`src/rtl/pwm_multichannel.sv`:
```
// Multichannel PWM generator: shared edge- or center-aligned counter, per-channel duty compare.
// New period/duty/mode values are staged and take effect only at a period boundary.
module pwm_multichannel #(
   parameter int unsigned B              = 8,
   parameter int unsigned CH_BITS        = 2,
   parameter int unsigned DEFAULT_PERIOD = 100,
   parameter int unsigned DEFAULT_DUTY   = 50
) (
   input  logic                     clk,
   input  logic                     reset,
   input  logic                     start,
   input  logic                     stop,
   input  logic                     center,
   input  logic                     period_we,
   input  logic [B-1:0]             period_in,
   input  logic                     duty_we,
   input  logic [CH_BITS-1:0]       duty_ch,
   input  logic [B-1:0]             duty_in,
   output logic [(2**CH_BITS)-1:0]  pwm_out,
   output logic                     period_tick,
   output logic                     busy
);

   localparam int unsigned N = 2 ** CH_BITS;
   localparam logic [B-1:0] DefPeriod = B'(DEFAULT_PERIOD);
   localparam logic [B-1:0] DefDuty   = B'(DEFAULT_DUTY);
   localparam logic [B-1:0] MinPeriod = B'(2);
   localparam logic [B-1:0] One       = B'(1);

   typedef enum logic {StIdle, StRun} state_t;

   state_t       state;
   logic [B-1:0] cnt;
   logic         down;
   logic         stop_pend;
   logic         mode;
   logic [B-1:0] period_pend;
   logic [B-1:0] period_act;
   logic [B-1:0] duty_pend [N];
   logic [B-1:0] duty_act  [N];

   logic [B-1:0] period_next;
   logic [B-1:0] duty_next [N];
   logic [B-1:0] last;
   logic         boundary;

   // Pending values as they will be after this cycle's writes, so a write on the
   // boundary cycle lands directly in the next period.
   always_comb begin
      period_next = period_pend;
      if (period_we) begin
         period_next = (period_in < MinPeriod) ? MinPeriod : period_in;
      end
      for (int i = 0; i < N; i++) begin
         duty_next[i] = duty_pend[i];
         if (duty_we && (duty_ch == CH_BITS'(i))) begin
            duty_next[i] = duty_in;
         end
      end
   end

   always_comb begin
      last     = period_act - One;
      boundary = (state == StRun) && (mode ? (down && (cnt == '0)) : (cnt == last));
   end

   always_comb begin
      busy        = (state == StRun);
      period_tick = boundary;
      for (int i = 0; i < N; i++) begin
         pwm_out[i] = (state == StRun) && (cnt < duty_act[i]);
      end
   end

   always_ff @(posedge clk) begin
      if (reset) begin
         state       <= StIdle;
         cnt         <= '0;
         down        <= 1'b0;
         stop_pend   <= 1'b0;
         mode        <= 1'b0;
         period_pend <= DefPeriod;
         period_act  <= DefPeriod;
         for (int i = 0; i < N; i++) begin
            duty_pend[i] <= DefDuty;
            duty_act[i]  <= DefDuty;
         end
      end else begin
         period_pend <= period_next;
         duty_pend   <= duty_next;
         unique case (state)
            StIdle: begin
               cnt       <= '0;
               down      <= 1'b0;
               stop_pend <= 1'b0;
               if (start && !stop) begin
                  state      <= StRun;
                  period_act <= period_next;
                  duty_act   <= duty_next;
                  mode       <= center;
               end
            end
            StRun: begin
               if (boundary) begin
                  cnt        <= '0;
                  down       <= 1'b0;
                  period_act <= period_next;
                  duty_act   <= duty_next;
                  mode       <= center;
                  if (stop_pend || stop) begin
                     state     <= StIdle;
                     stop_pend <= 1'b0;
                  end
               end else begin
                  if (stop) begin
                     stop_pend <= 1'b1;
                  end
                  // Center mode holds the top count one extra cycle while turning around.
                  if (down) begin
                     cnt <= cnt - One;
                  end else if (mode && (cnt == last)) begin
                     down <= 1'b1;
                  end else begin
                     cnt <= cnt + One;
                  end
               end
            end
            default: state <= StIdle;
         endcase
      end
   end

endmodule

```
`config.mk`:
```
export PLATFORM = sky130hd
export DESIGN_NAME = pwm_multichannel
export DESIGN_NICKNAME = d
export VERILOG_FILES = /design/src/rtl/pwm_multichannel.sv
export SDC_FILE = /design/constraint.sdc
export NUM_CORES = 1
export LEC_CHECK = 0
export CAP_MARGIN = 15
export CORE_AREA = 5 5 96 98
export CTS_CLUSTER_SIZE = 10
export DETAILED_ROUTE_END_ITERATION = 12
export DIE_AREA = 0 0 101 103
export DONT_BUFFER_PORTS = 1
export PLACE_DENSITY = 0.71
export SLEW_MARGIN = 20
export SYNTH_ARGS = -nofsm -noshare
export SYNTH_HDL_FRONTEND = slang
export SYNTH_SLANG_ARGS = --single-unit
```
`constraint.sdc`:
```
create_clock -name clk -period 2.95 [get_ports clk]
set_input_delay 0.295 -clock clk [delete_from_list [all_inputs] [get_ports clk]]
set_output_delay 0.295 -clock clk [all_outputs]
set_load 0.005 [all_outputs]
```
Word-level counts from Yosys, hierarchy flattened
Index checks and enable logic that the tools add are counted.
{"block": "word_totals", "reg_bits": 92, "inputBits": 25, "out_inout_bits": 6, "word_cells": 83}
{"block": "op_classes", "n_addsub": 3, "order_cmp": 5, "n_eq_ne": 9, "mux": 32, "bitwise": 1, "n_reduce_logical": 18}
{"cell": "8-bit two-way mux", "n": 11}
{"cell": "32-bit two-way mux", "n": 2}
{"cell": "32-bit one-hot mux with 2 select lines", "n": 1}
{"cell": "8-bit less-than comparator", "n": 4}
{"cell": "8-bit one-hot mux with 2 select lines", "n": 2}
{"cell": "8-bit by 1-bit subtractor with 8-bit output, second input constant", "n": 2}
{"cell": "1-bit logical AND", "n": 12}
{"cell": "1-bit two-way mux", "n": 12}
{"cell": "8-bit by 1-bit adder with 8-bit output, second input constant", "n": 1}
{"cell": "8-bit == test", "n": 1}
{"cell": "8-bit logical NOT", "n": 1}
{"cell": "8-bit by 2-bit less-than comparator with 1-bit output, second input constant", "n": 1}
{"cell": "1-bit one-hot mux with 2 select lines", "n": 4}
{"cell": "2-bit == test, second input constant", "n": 2}
{"cell": "2-bit != test, second input constant", "n": 2}
{"cell": "4-bit != test, second input constant", "n": 1}
{"cell": "2-bit AND reduction", "n": 2}
{"cell": "3-bit by 2-bit != test with 1-bit output, second input constant", "n": 1}
{"cell": "3-bit != test, second input constant", "n": 1}
{"cell": "2-bit by 1-bit == test with 1-bit output, second input constant", "n": 1}
{"cell": "2-bit logical NOT", "n": 1}
{"cell": "1-bit logical NOT", "n": 1}
{"cell": "1-bit logical OR", "n": 1}
{"cell": "1-bit inverter", "n": 1}

Longest topological paths before layout
Gate-level depths: netlist (run 1).
{"block": "logic_depth", "depth_word": 7, "mapped_depth": 11}

Worst setup path after synthesis (run 1)
Ideal clock, no wire load.
{"block": "synth_path", "path_type": "register to output", "from": "reg period_act[0]", "to": "out period_tick", "t_arrival_ns": 2.133, "setup_slack_ns": 0.522, "path_stages_with_launch": 9, "path_cell_list": "dfxtp_1 > or4_4 > nor4_1 > a311o_1 > nor2_2 > o41ai_4 > and2_1 > buf_2 > buf_6"}
{"block": "synth_via", "elab_chain_len": 4}
{"element": "from (decl)", "line_no": "38", "source": "logic [B-1:0] period_act;"}
{"element": "from (signal assigned)", "line_no": "83", "source": "period_act <= DefPeriod;"}
{"element": "from (signal assigned)", "line_no": "98", "source": "period_act <= period_next;"}
{"element": "from (signal assigned)", "line_no": "107", "source": "period_act <= period_next;"}
{"element": "8-bit by 1-bit subtractor with 8-bit output", "line_no": "63", "source": "last = period_act - One;"}
{"element": "8-bit == test", "line_no": "64", "source": "boundary = (state == StRun) && (mode ? (down && (cnt == '0)) : (cnt == last));"}
{"element": "1-bit two-way mux", "line_no": "64"}
{"element": "1-bit logical AND", "line_no": "64"}
{"element": "to (decl)", "line_no": "20", "source": "output logic period_tick,"}
Every way passes these cells.

Worst setup path in the final report (run 1)
Ends and elaborated chain as after synthesis.

==> results of run 1 <==
[layout make-up]
type                       instances  area, µm²  area share
clock buffer                      10      127.6     0.02431
clock inverter                     4      73.82     0.01406
inverter                          34      127.6     0.02431
multi-input combinational        367       2748      0.5235
sequential                        92       1843      0.3511
tap                              108      135.1     0.02575
timing repair buffer              23      193.9     0.03695
[worst paths after layout]
check,slack [ns],from,to
hold reg to reg,0.46,duty_pend[8]$_SDFF_PP0_,duty_pend[8]$_SDFF_PP0_
setup / recovery,0.08,period_act[0]$_SDFFE_PP0P_,period_tick
setup reg to reg,0.25,period_act[0]$_SDFFE_PP0P_,cnt[0]$_SDFFE_PP0P_
hold / removal,0.03,reset,duty_pend[18]$_SDFF_PP0_
[metal layers]
layer,GRT usage,vias to the layer above,routed length (µm)
met2,0.3681,72,5365
met3,0.03924,11,495
li1,-,1809,-
met1,0.2900,1737,5010
met4,0.06237,0,144
met5,0,-,0
[power by group]
group | internal (mW) | switching, mW | total, mW
clock | 0.471 | 0.429 | 0.900
combinational | 0.106 | 0.111 | 0.217
sequential | 1.28 | 0.0223 | 1.31
total | 1.86 | 0.562 | 2.42
[flip-flops by register name (all words and copies together) (netlist names)]
| register | count |
|---|---|
| busy | 1 |
| cnt | 8 |
| down | 1 |
| duty_act | 32 |
| duty_pend | 32 |
| mode | 1 |
| period_act | 8 |
| period_pend | 8 |
| stop_pend | 1 |
[critical path, delay by kind of cell, from the launching register on]
family | cells | cell delay [ns]
flops | 1 | 0.35
buf+inv | 1 | 0.16
compound gates | 2 | 0.59
simple gates | 4 | 1.12
[cells in the mapped netlist, types with 6 or more instances]
master	instances	area, µm²
dfxtp_1	92	1842
o22a_1	16	140.1
a211o_1	6	52.55
ha_1	35	437.9
mux2i_1	13	130.1
nand2_1	54	202.7
or3_1	17	106.4
nor2_1	38	142.6
inv_1	34	127.6
mux2_4	25	375.4
nand3b_1	11	82.58
nand2b_1	11	68.82
nor2b_1	19	118.9
xnor2_1	6	52.55
clkbuf_1	19	71.32
a21oi_1	25	125.1
a21o_1	18	135.1
or2_2	11	68.82
xor2_1	8	70.07
[metrics by stage]
step           hold WS [ns]  instance area [µm²]  setup WS, ns
6_report            0.02789                 5249       0.08494
5_1_grt            0.001612                 5249      -0.01107
4_1_cts            0.006202                 5161       0.04042
3_5_place_dp         0.3788                 4960       0.08026
3_3_place_gp         0.3768                 4960        0.1847
2_1_floorplan        0.4052                 4833        0.5218
[repair_timing]
| action | CTS | global route |
|---|---|---|
| setup buffers | 0 | 8 |
| setup endpoints to repair | 1 | 20 |
| resized for setup | 0 | 3 |
| endpoints found under the hold margin | 0 | 3 |
| pin swaps | 1 | 2 |
| hold buffers | 0 | 2 |
[logic make-up after synthesis]
kind of cell,count (synthesis),synth area share
flip-flops,92,0.3811
XOR/XNOR,14,0.02537
multiplexers,38,0.1046
buffers and inverters,60,0.05358
adder cells (fa/ha/maj),36,0.09475
AO/OA/AOI/OAI,90,0.1393
AND/OR/NAND/NOR,189,0.2014
==> run metrics, run 1 <==
status finished, final reports clean; count of final max-slew check failures 0; Post-synth EDFFs 0; aggregate global routing overflow 0; TritonRoute pass-1 iters 4; worst endpoint required time 2.65 ns; Ports 31; Max Fclk 349.0 MHz; largest net degree at the start of global routing 84; final core occ 0.6263; most common cell after layout, fill and taps aside dfxtp_1; Final Hold Viols 0; initial antenna violation count 0; CP Capture Type output port; # port buffers 0; # rows 34; crit path DAT 2.57 ns; r2r worst-path depth 10; max capacitance violation total 0; P&R area growth vs syn 8.594%; worst rel slew slack 0.5605; synthesized area 4833 µm²; final wirelength 11.01 mm; Antenna diodes 0; CP max-delay cell or4_4; gpl congestion 0.7894; Final ANT Viol Nets 0; Die W 101 µm; die footprint 10400 µm²; PD cells 461.5 nW/µm²; ys flop type dfxtp_1; clock transition at the registers of the reported paths 0.09 ns; max incr delay on CP 0.56 ns; CTS buffer count 9; final cell count without fillers 638; fillers 720; Final setup viols 0; Via-to-Cell Ratio 5.688; Setup CP Type flip-flop to output port; share of layout cells above drive strength 1 0.1453; leakage 2.477 nW; synthesized net count 580; Root Driver clkbuf_8; most frequent cells in the layout dfxtp_1 (91), nand2_1 (54), nor2_1 (38); via count 3629; Synth Register Bits 92; clock sink count 92; Overall Power 2.422 mW; CP Max Fanout 11; Die H 103 µm; DRC 0; Hold Path Stages 1; Wirelength per Cell 17.26 µm; initial drt markers 199; Post-synth ARST share 0; dpl cells 614; sequential fraction of the synthesis area 0.3811; RSZ-0062 raised after global routing true; crit-path cells or4_4, nor4_1, a311o_1, nor2_2, o41ai_4, and2_4, buf_6; initial core utilization 0.5767; Worst-Margin Slew 0.6568 ns; setup TNS 0 ns; Clock Latency Late Sink 0.35 ns; final net count 588; vias in the first global route 3559; CTS max path bufs 2; area of the core 8381 µm²; Worst IR Drop VDD 336.0 µV; Final HPWL DP 7.662 mm; Mapped Cells 519; count of yosys warnings during synthesis 0; Final min period 2.865 ns; final setup skew 0.01540 ns; synth unique cells 52; first-pass GRT wire length 17.85 mm; GRT Total Usage 0.2190; H-Tree Depth 3; CTS tree yes; element type at the critical path start flip-flop; worst min-delay path class primary input to flip-flop; Mapped Avg Cell Area 9.313 µm²; final worst-path cycle share 0.9712
Note: power is estimated with default switching activity, not from simulation.
==> run 2: changes to the inputs <==
CORE_AREA = 5 5 105 107   (was 5 5 96 98)
DIE_AREA = 0 0 110 112   (was 0 0 101 103)
GPL_TIMING_DRIVEN = 0   (was unset)
PLACE_DENSITY = 0.6   (was 0.71)
RECOVER_POWER = 50   (was unset)
==> run metrics, run 2 (same netlist as run 1, synthesis figures left out) <==
initial antenna violation count 0 (unchanged); worst rel slew slack 0.5098 (-0.05071); most common cell after layout, fill and taps aside dfxtp_1; dpl cells 655 (+6.7%); reg2reg start cnt[7]$_SDFFE_PP0P_; Final HPWL DP 8.468 mm (+11%); clock sink count 92 (unchanged); setup TNS 0 ns (unchanged); CTS buffer count 9 (unchanged); Antenna diodes 0 (unchanged); worst setup margin 0.1594 ns (+0.07447 ns); Root Driver clkbuf_8; P&R area growth vs syn 7.507%; Final Hold Viols 0 (unchanged); count of final max-slew check failures 0 (unchanged); PD cells 444.5 nW/µm² (-3.7%); post-place setup slack 0.1316 ns (+0.05133 ns); r2r setup slk 0.16 ns (-0.09 ns); H-Tree Depth 3 (unchanged); r2r worst-path depth 9 (-1); max capacitance violation total 0 (unchanged); # port buffers 0 (unchanged); Die H 112 µm (+8.7%); Largest regs duty_act: 32 flops, duty_pend: 32 flops; crit path DAT 2.50 ns (-0.07 ns); max incr delay on CP 0.55 ns (about the same); element type at the critical path start flip-flop; Global Route met1 Usage 0.2698 (-0.02019); final cell count without fillers 671 (+5.2%); Setup CP Type flip-flop to output port; Post-DP Area 5004 µm² (+0.88%); cell depth of the worst setup path 8 (+1); first-pass GRT wire length 18.84 mm (+5.6%); global route hottest layer met2; Hold Path Stages 1 (unchanged); leakage 2.400 nW (-3.1%); Die W 110 µm (+8.9%); met2 Usage GRT 0.3269 (-0.04124); share of layout cells above drive strength 1 0.1271 (-0.01818); DRC 0 (unchanged); vias in the first global route 3570 (+0.31%); area of the core 10050 µm² (+20%); crit-path cells or4_4, nor4_1, a311o_1, nor2_2, o41ai_4, and2_1, clkbuf_4, buf_6; worst endpoint required time 2.65 ns (about the same); CTS max path bufs 2 (unchanged); Worst R2R End duty_act[27]$_SDFFE_PP0P_; worst min-delay path class primary input to flip-flop; final setup skew 0.008648 ns (-0.006752 ns); Ports 31 (unchanged); Final min period 2.791 ns (-0.07447 ns); Worst-Margin Slew 0.7353 ns (+0.07849 ns); die footprint 12320 µm² (+18%); most frequent cells in the layout dfxtp_1 (88), nand2_1 (54), nor2_1 (38); Via-to-Cell Ratio 5.429 (-4.6%); hold endpoint stop_pend$_SDFFE_PP0P_; Clock Latency Late Sink 0.35 ns (about the same); final wirelength 11.92 mm (+8.2%); initial core utilization 0.4811 (-0.09561); final worst-path cycle share 0.9460 (-0.02524); met3 Usage GRT 0.03942 (+0.0001781); Final ANT Viol Nets 0 (unchanged); final net count 593 (+0.85%); Max Fclk 358.3 MHz (+2.7%); clock transition at the registers of the reported paths 0.09 ns (about the same); via count 3643 (+0.39%); CP Max Fanout 10 (-1); largest net degree at the start of global routing 15 (-82%); GRT Total Usage 0.2008 (-0.01817); CP Capture Type output port; Worst IR Drop VDD 240.6 µV (-28%); TritonRoute pass-1 iters 5 (+1); CTS tree yes; aggregate global routing overflow 0 (unchanged); cts hold-fix bufs 0 (unchanged); # rows 37 (+8.8%); CP bufs+invs 2 (+1); CP max-delay cell or4_4; RSZ-0062 raised after global routing false; Final setup viols 0 (unchanged); critical hold path startpoint stop; post-route cell area 5196 µm² (-1.0%); Wirelength per Cell 17.77 µm (+2.9%); final core occ 0.5173 (-0.1091); status finished, final reports clean; initial drt markers 159 (-20%); gpl congestion 0.7925 (+0.39%); kind of cell adding the most delay to the critical path simple AND/OR/NAND/NOR gates
## run 2: cell types whose count changed in the layout (fill, tap and decap cells not counted), sizes merged
cell and change:
buf -16, bufinv -2, clkbuf +23, clkinv +1, dlygate4sd3 -2, clkinvlp +1
## run 2: worst max path at each step
stage,to,startpoint
6_report,period_tick,period_act[0]$_SDFFE_PP0P_
5_1_grt,period_tick,period_act[0]$_SDFFE_PP0P_
3_5_place_dp,duty_act[11]$_SDFFE_PP0P_,cnt[7]$_SDFFE_PP0P_
2_1_floorplan,period_tick,period_act[0]$_SDFFE_PP0P_
3_3_place_gp,duty_act[23]$_SDFFE_PP0P_,cnt[7]$_SDFFE_PP0P_
4_1_cts,period_tick,period_act[0]$_SDFFE_PP0P_
## run 2: layout make-up
type / count / area (µm²)
Fill cell: 970 / 4850
Sequential cell: 92 / 1847
Inverter: 34 / 127.6
Clock inverter: 4 / 26.28
Tap cell: 136 / 170.2
Clock buffer: 10 / 137.6
Buffer: 26 / 127.6
Multi-Input combinational cell: 367 / 2753
Timing Repair Buffer: 2 / 7.507
## run 2: power breakdown
| part | switching [mW] | internal (mW) |
|---|---|---|
| sequential | 0.0207 | 1.28 |
| combinational | 0.137 | 0.0990 |
| clock | 0.448 | 0.321 |
## run 2: per-stage QoR
step                hold WS [ns]  total power, mW
floorplan                 0.4052            1.508
global placement          0.4083            1.561
detailed placement        0.4138            1.568
CTS                      0.05449            2.323
global route             0.04370            2.417
finish                   0.05859            2.310
## run 2: repair_timing
item,4_1_cts,5_1_grt
cloned,0,0
pin swaps,1,1
endpoints found under the setup margin,1,5
buffers inserted,1,1
hold endpoints to repair,0,0
gates resized for setup,4,4
## run 2: layer usage
layer  share of wire  vias up  routed length, µm
met4           0.011        0                135
met1            0.47     1747               5551
li1                -     1825                  -
met2            0.48       58               5664
met5               0        -                  0
met3           0.048       13                569
==> run 3: changes to the inputs <==
clock period = 3.6 ns   (was 2.95 ns; I/O delays follow)
==> run metrics, run 3 (same netlist as run 1, synthesis figures left out) <==
Root Driver clkbuf_8; status finished, final reports clean; Worst-Margin Slew 0.7043 ns (-0.03094 ns); worst rel slew slack 0.5305 (+0.02063); vias in the first global route 3564 (-0.17%); TritonRoute pass-1 iters 5 (unchanged); Overall Power 1.885 mW (-18%); aggregate global routing overflow 0 (unchanged); sw power 0.4903 mW (-19%); Clock Latency Late Sink 0.35 ns (about the same); element type at the critical path start flip-flop; WL met2 5.580 mm (-1.5%); Via-to-Cell Ratio 5.417 (-0.22%); Sw Share 0.2600 (-0.002348); Pint 1.395 mW (-18%); clock share of power 0.332 (about the same); CTS buffer count 9 (unchanged); leakage 2.392 nW (-0.33%); die footprint 12320 µm² (unchanged); Worst R2R End duty_act[31]$_SDFFE_PP0P_; initial antenna violation count 0 (unchanged); initial drt markers 150 (-5.7%); share of layout cells above drive strength 1 0.1126 (-0.01453); CTS tree yes; RSZ-0062 raised after global routing false; met1 wire length 5.487 mm (-1.2%); DRC 0 (unchanged); clock sink count 92 (unchanged); max capacitance violation total 0 (unchanged); Antenna diodes 0 (unchanged); setup TNS 0 ns (unchanged); sequential power share 0.567 (+0.002); cell depth of the worst setup path 8 (unchanged); CP Max Fanout 10 (unchanged); clock transition at the registers of the reported paths 0.09 ns (about the same); Final Hold Viols 0 (unchanged); count of final max-slew check failures 0 (unchanged); P&R area growth vs syn 6.860%; Crit. Startpoint cnt[7]$_SDFFE_PP0P_; Die H 112 µm (unchanged); # port buffers 0 (unchanged); Gate power share 0.102 (about the same); initial core utilization 0.4811 (unchanged); CP max-delay cell dfxtp_1; Met3 Wirelength 619 µm (+8.8%); crit path DAT 2.84 ns (+0.34 ns); reg2reg start cnt[7]$_SDFFE_PP0P_; r2r setup slk 0.67 ns (+0.51 ns); Final min period 3.204 ns; H-Tree Depth 3 (unchanged); gpl congestion 0.7925 (unchanged); Post-CTS Resized 0 (-4); PD cells 365.0 nW/µm² (-18%); area of the core 10050 µm² (unchanged); Worst Setup EP period_tick; max incr delay on CP 0.69 ns (+0.14 ns); worst setup margin 0.3963 ns (+0.2368 ns); kind of cell adding the most delay to the critical path compound AO/OA/AOI/OAI gates; Final setup viols 0 (unchanged); Wirelength per Cell 17.65 µm (-0.63%); final net count 591 (-0.34%); CTS max path bufs 2 (unchanged); largest net degree at the start of global routing 15 (unchanged); via count 3624 (-0.52%); first-pass GRT wire length 18.84 mm (about the same); Largest regs duty_act: 32 flops, duty_pend: 32 flops; Max Fclk 312.1 MHz; final wirelength 11.81 mm (-0.93%); final worst-path cycle share 0.8899; Worst IR Drop VDD 196.6 µV (-18%); GRT Total Usage 0.2011 (+0.0002374); worst endpoint required time 3.24 ns (+0.59 ns); Die W 110 µm (unchanged); Ports 31 (unchanged); post-place setup slack 0.7816 ns (+0.6500 ns); fillers 972 (+0.21%); Final HPWL DP 8.468 mm (unchanged); CP bufs+invs 2 (unchanged); cts hold-fix bufs 0 (unchanged); CP Capture Type output port; most common cell after layout, fill and taps aside dfxtp_1; Post-CTS Setup Bufs 0 (-1); Final ANT Viol Nets 0 (unchanged); # rows 37 (unchanged); worst min-delay path class primary input to flip-flop; final setup skew 0.009707 ns (+0.001059 ns); top routing layer used met4; Setup CP Type flip-flop to output port; crit-path cells xor2_1, a221oi_1, a311o_1, nor2_1, o41ai_4, and2_1, buf_2, buf_6; r2r worst-path depth 8 (-1); most frequent cells in the layout dfxtp_1 (92), nand2_1 (54), nor2_1 (39)
run 3: worst min-delay path by stage:
| stage | start | end | slack (ns) | depth (start not counted) |
|---|---|---|---|---|
| 2_1_floorplan | duty_pend[12]$_SDFF_PP1_ | duty_pend[12]$_SDFF_PP1_ | 0.44 | 2 |
| 3_3_place_gp | duty_pend[22]$_SDFF_PP0_ | duty_pend[22]$_SDFF_PP0_ | 0.45 | 2 |
| 3_5_place_dp | stop_pend$_SDFFE_PP0P_ | stop_pend$_SDFFE_PP0P_ | 0.45 | 1 |
| 4_1_cts | stop | stop_pend$_SDFFE_PP0P_ | 0.12 | 1 |
| 5_1_grt | stop | stop_pend$_SDFFE_PP0P_ | 0.11 | 1 |
| 6_report | stop | stop_pend$_SDFFE_PP0P_ | 0.13 | 1 |
run 3: layout make-up:
cell class,instances,area [µm²],area share
flip-flops and latches,92,1842,0.3566
plain buffers,26,131.4,0.02544
clock inverters,4,26.28,0.005087
clock buffers,10,137.6,0.02665
well taps,136,170.2,0.03295
multi-input cells,367,2730,0.5286
inverters,34,127.6,0.02471
run 3: per-stage QoR:
| step | cells | hold slack, ns | util | cell area (µm²) |
|---|---|---|---|---|
| 6_report | 669 | 0.1299 | 0.5141 | 5165 |
| 5_1_grt | 669 | 0.1087 | 0.5141 | 5165 |
| 4_1_cts | 669 | 0.1195 | 0.5144 | 5167 |
| 3_5_place_dp | 655 | 0.4538 | 0.4981 | 5004 |
| 3_3_place_gp | 655 | 0.4456 | 0.4981 | 5004 |
| 2_1_floorplan | 519 | 0.4386 | - | 4833 |
run 3: power groups by stage:
stage          Clock (mW)  Sequential, mW  Combinational (mW)
6_report            0.625            1.07               0.192
5_1_grt             0.692            1.07               0.213
3_5_place_dp            0            1.09               0.193
2_1_floorplan           0            1.09               0.149
4_1_cts             0.641            1.07               0.193
3_3_place_gp            0            1.09               0.188
run 3: metal layers:
metal  GRT usage  up-vias
met2      0.3256       61
met3     0.04232        9
met4     0.05486        0
met5           0        -
li1            -     1825
met1      0.2691     1729
run 3: worst reg2reg max path: stages (launching register included):
cell and delay [ns]:
dfxtp_1 0.69, xor2_1 0.37, nor4_1 0.10, a311o_1 0.32, nor2_1 0.34, o41ai_4 0.16
a21oi_2 0.27, buf_6 0.26, mux2_4 0.32
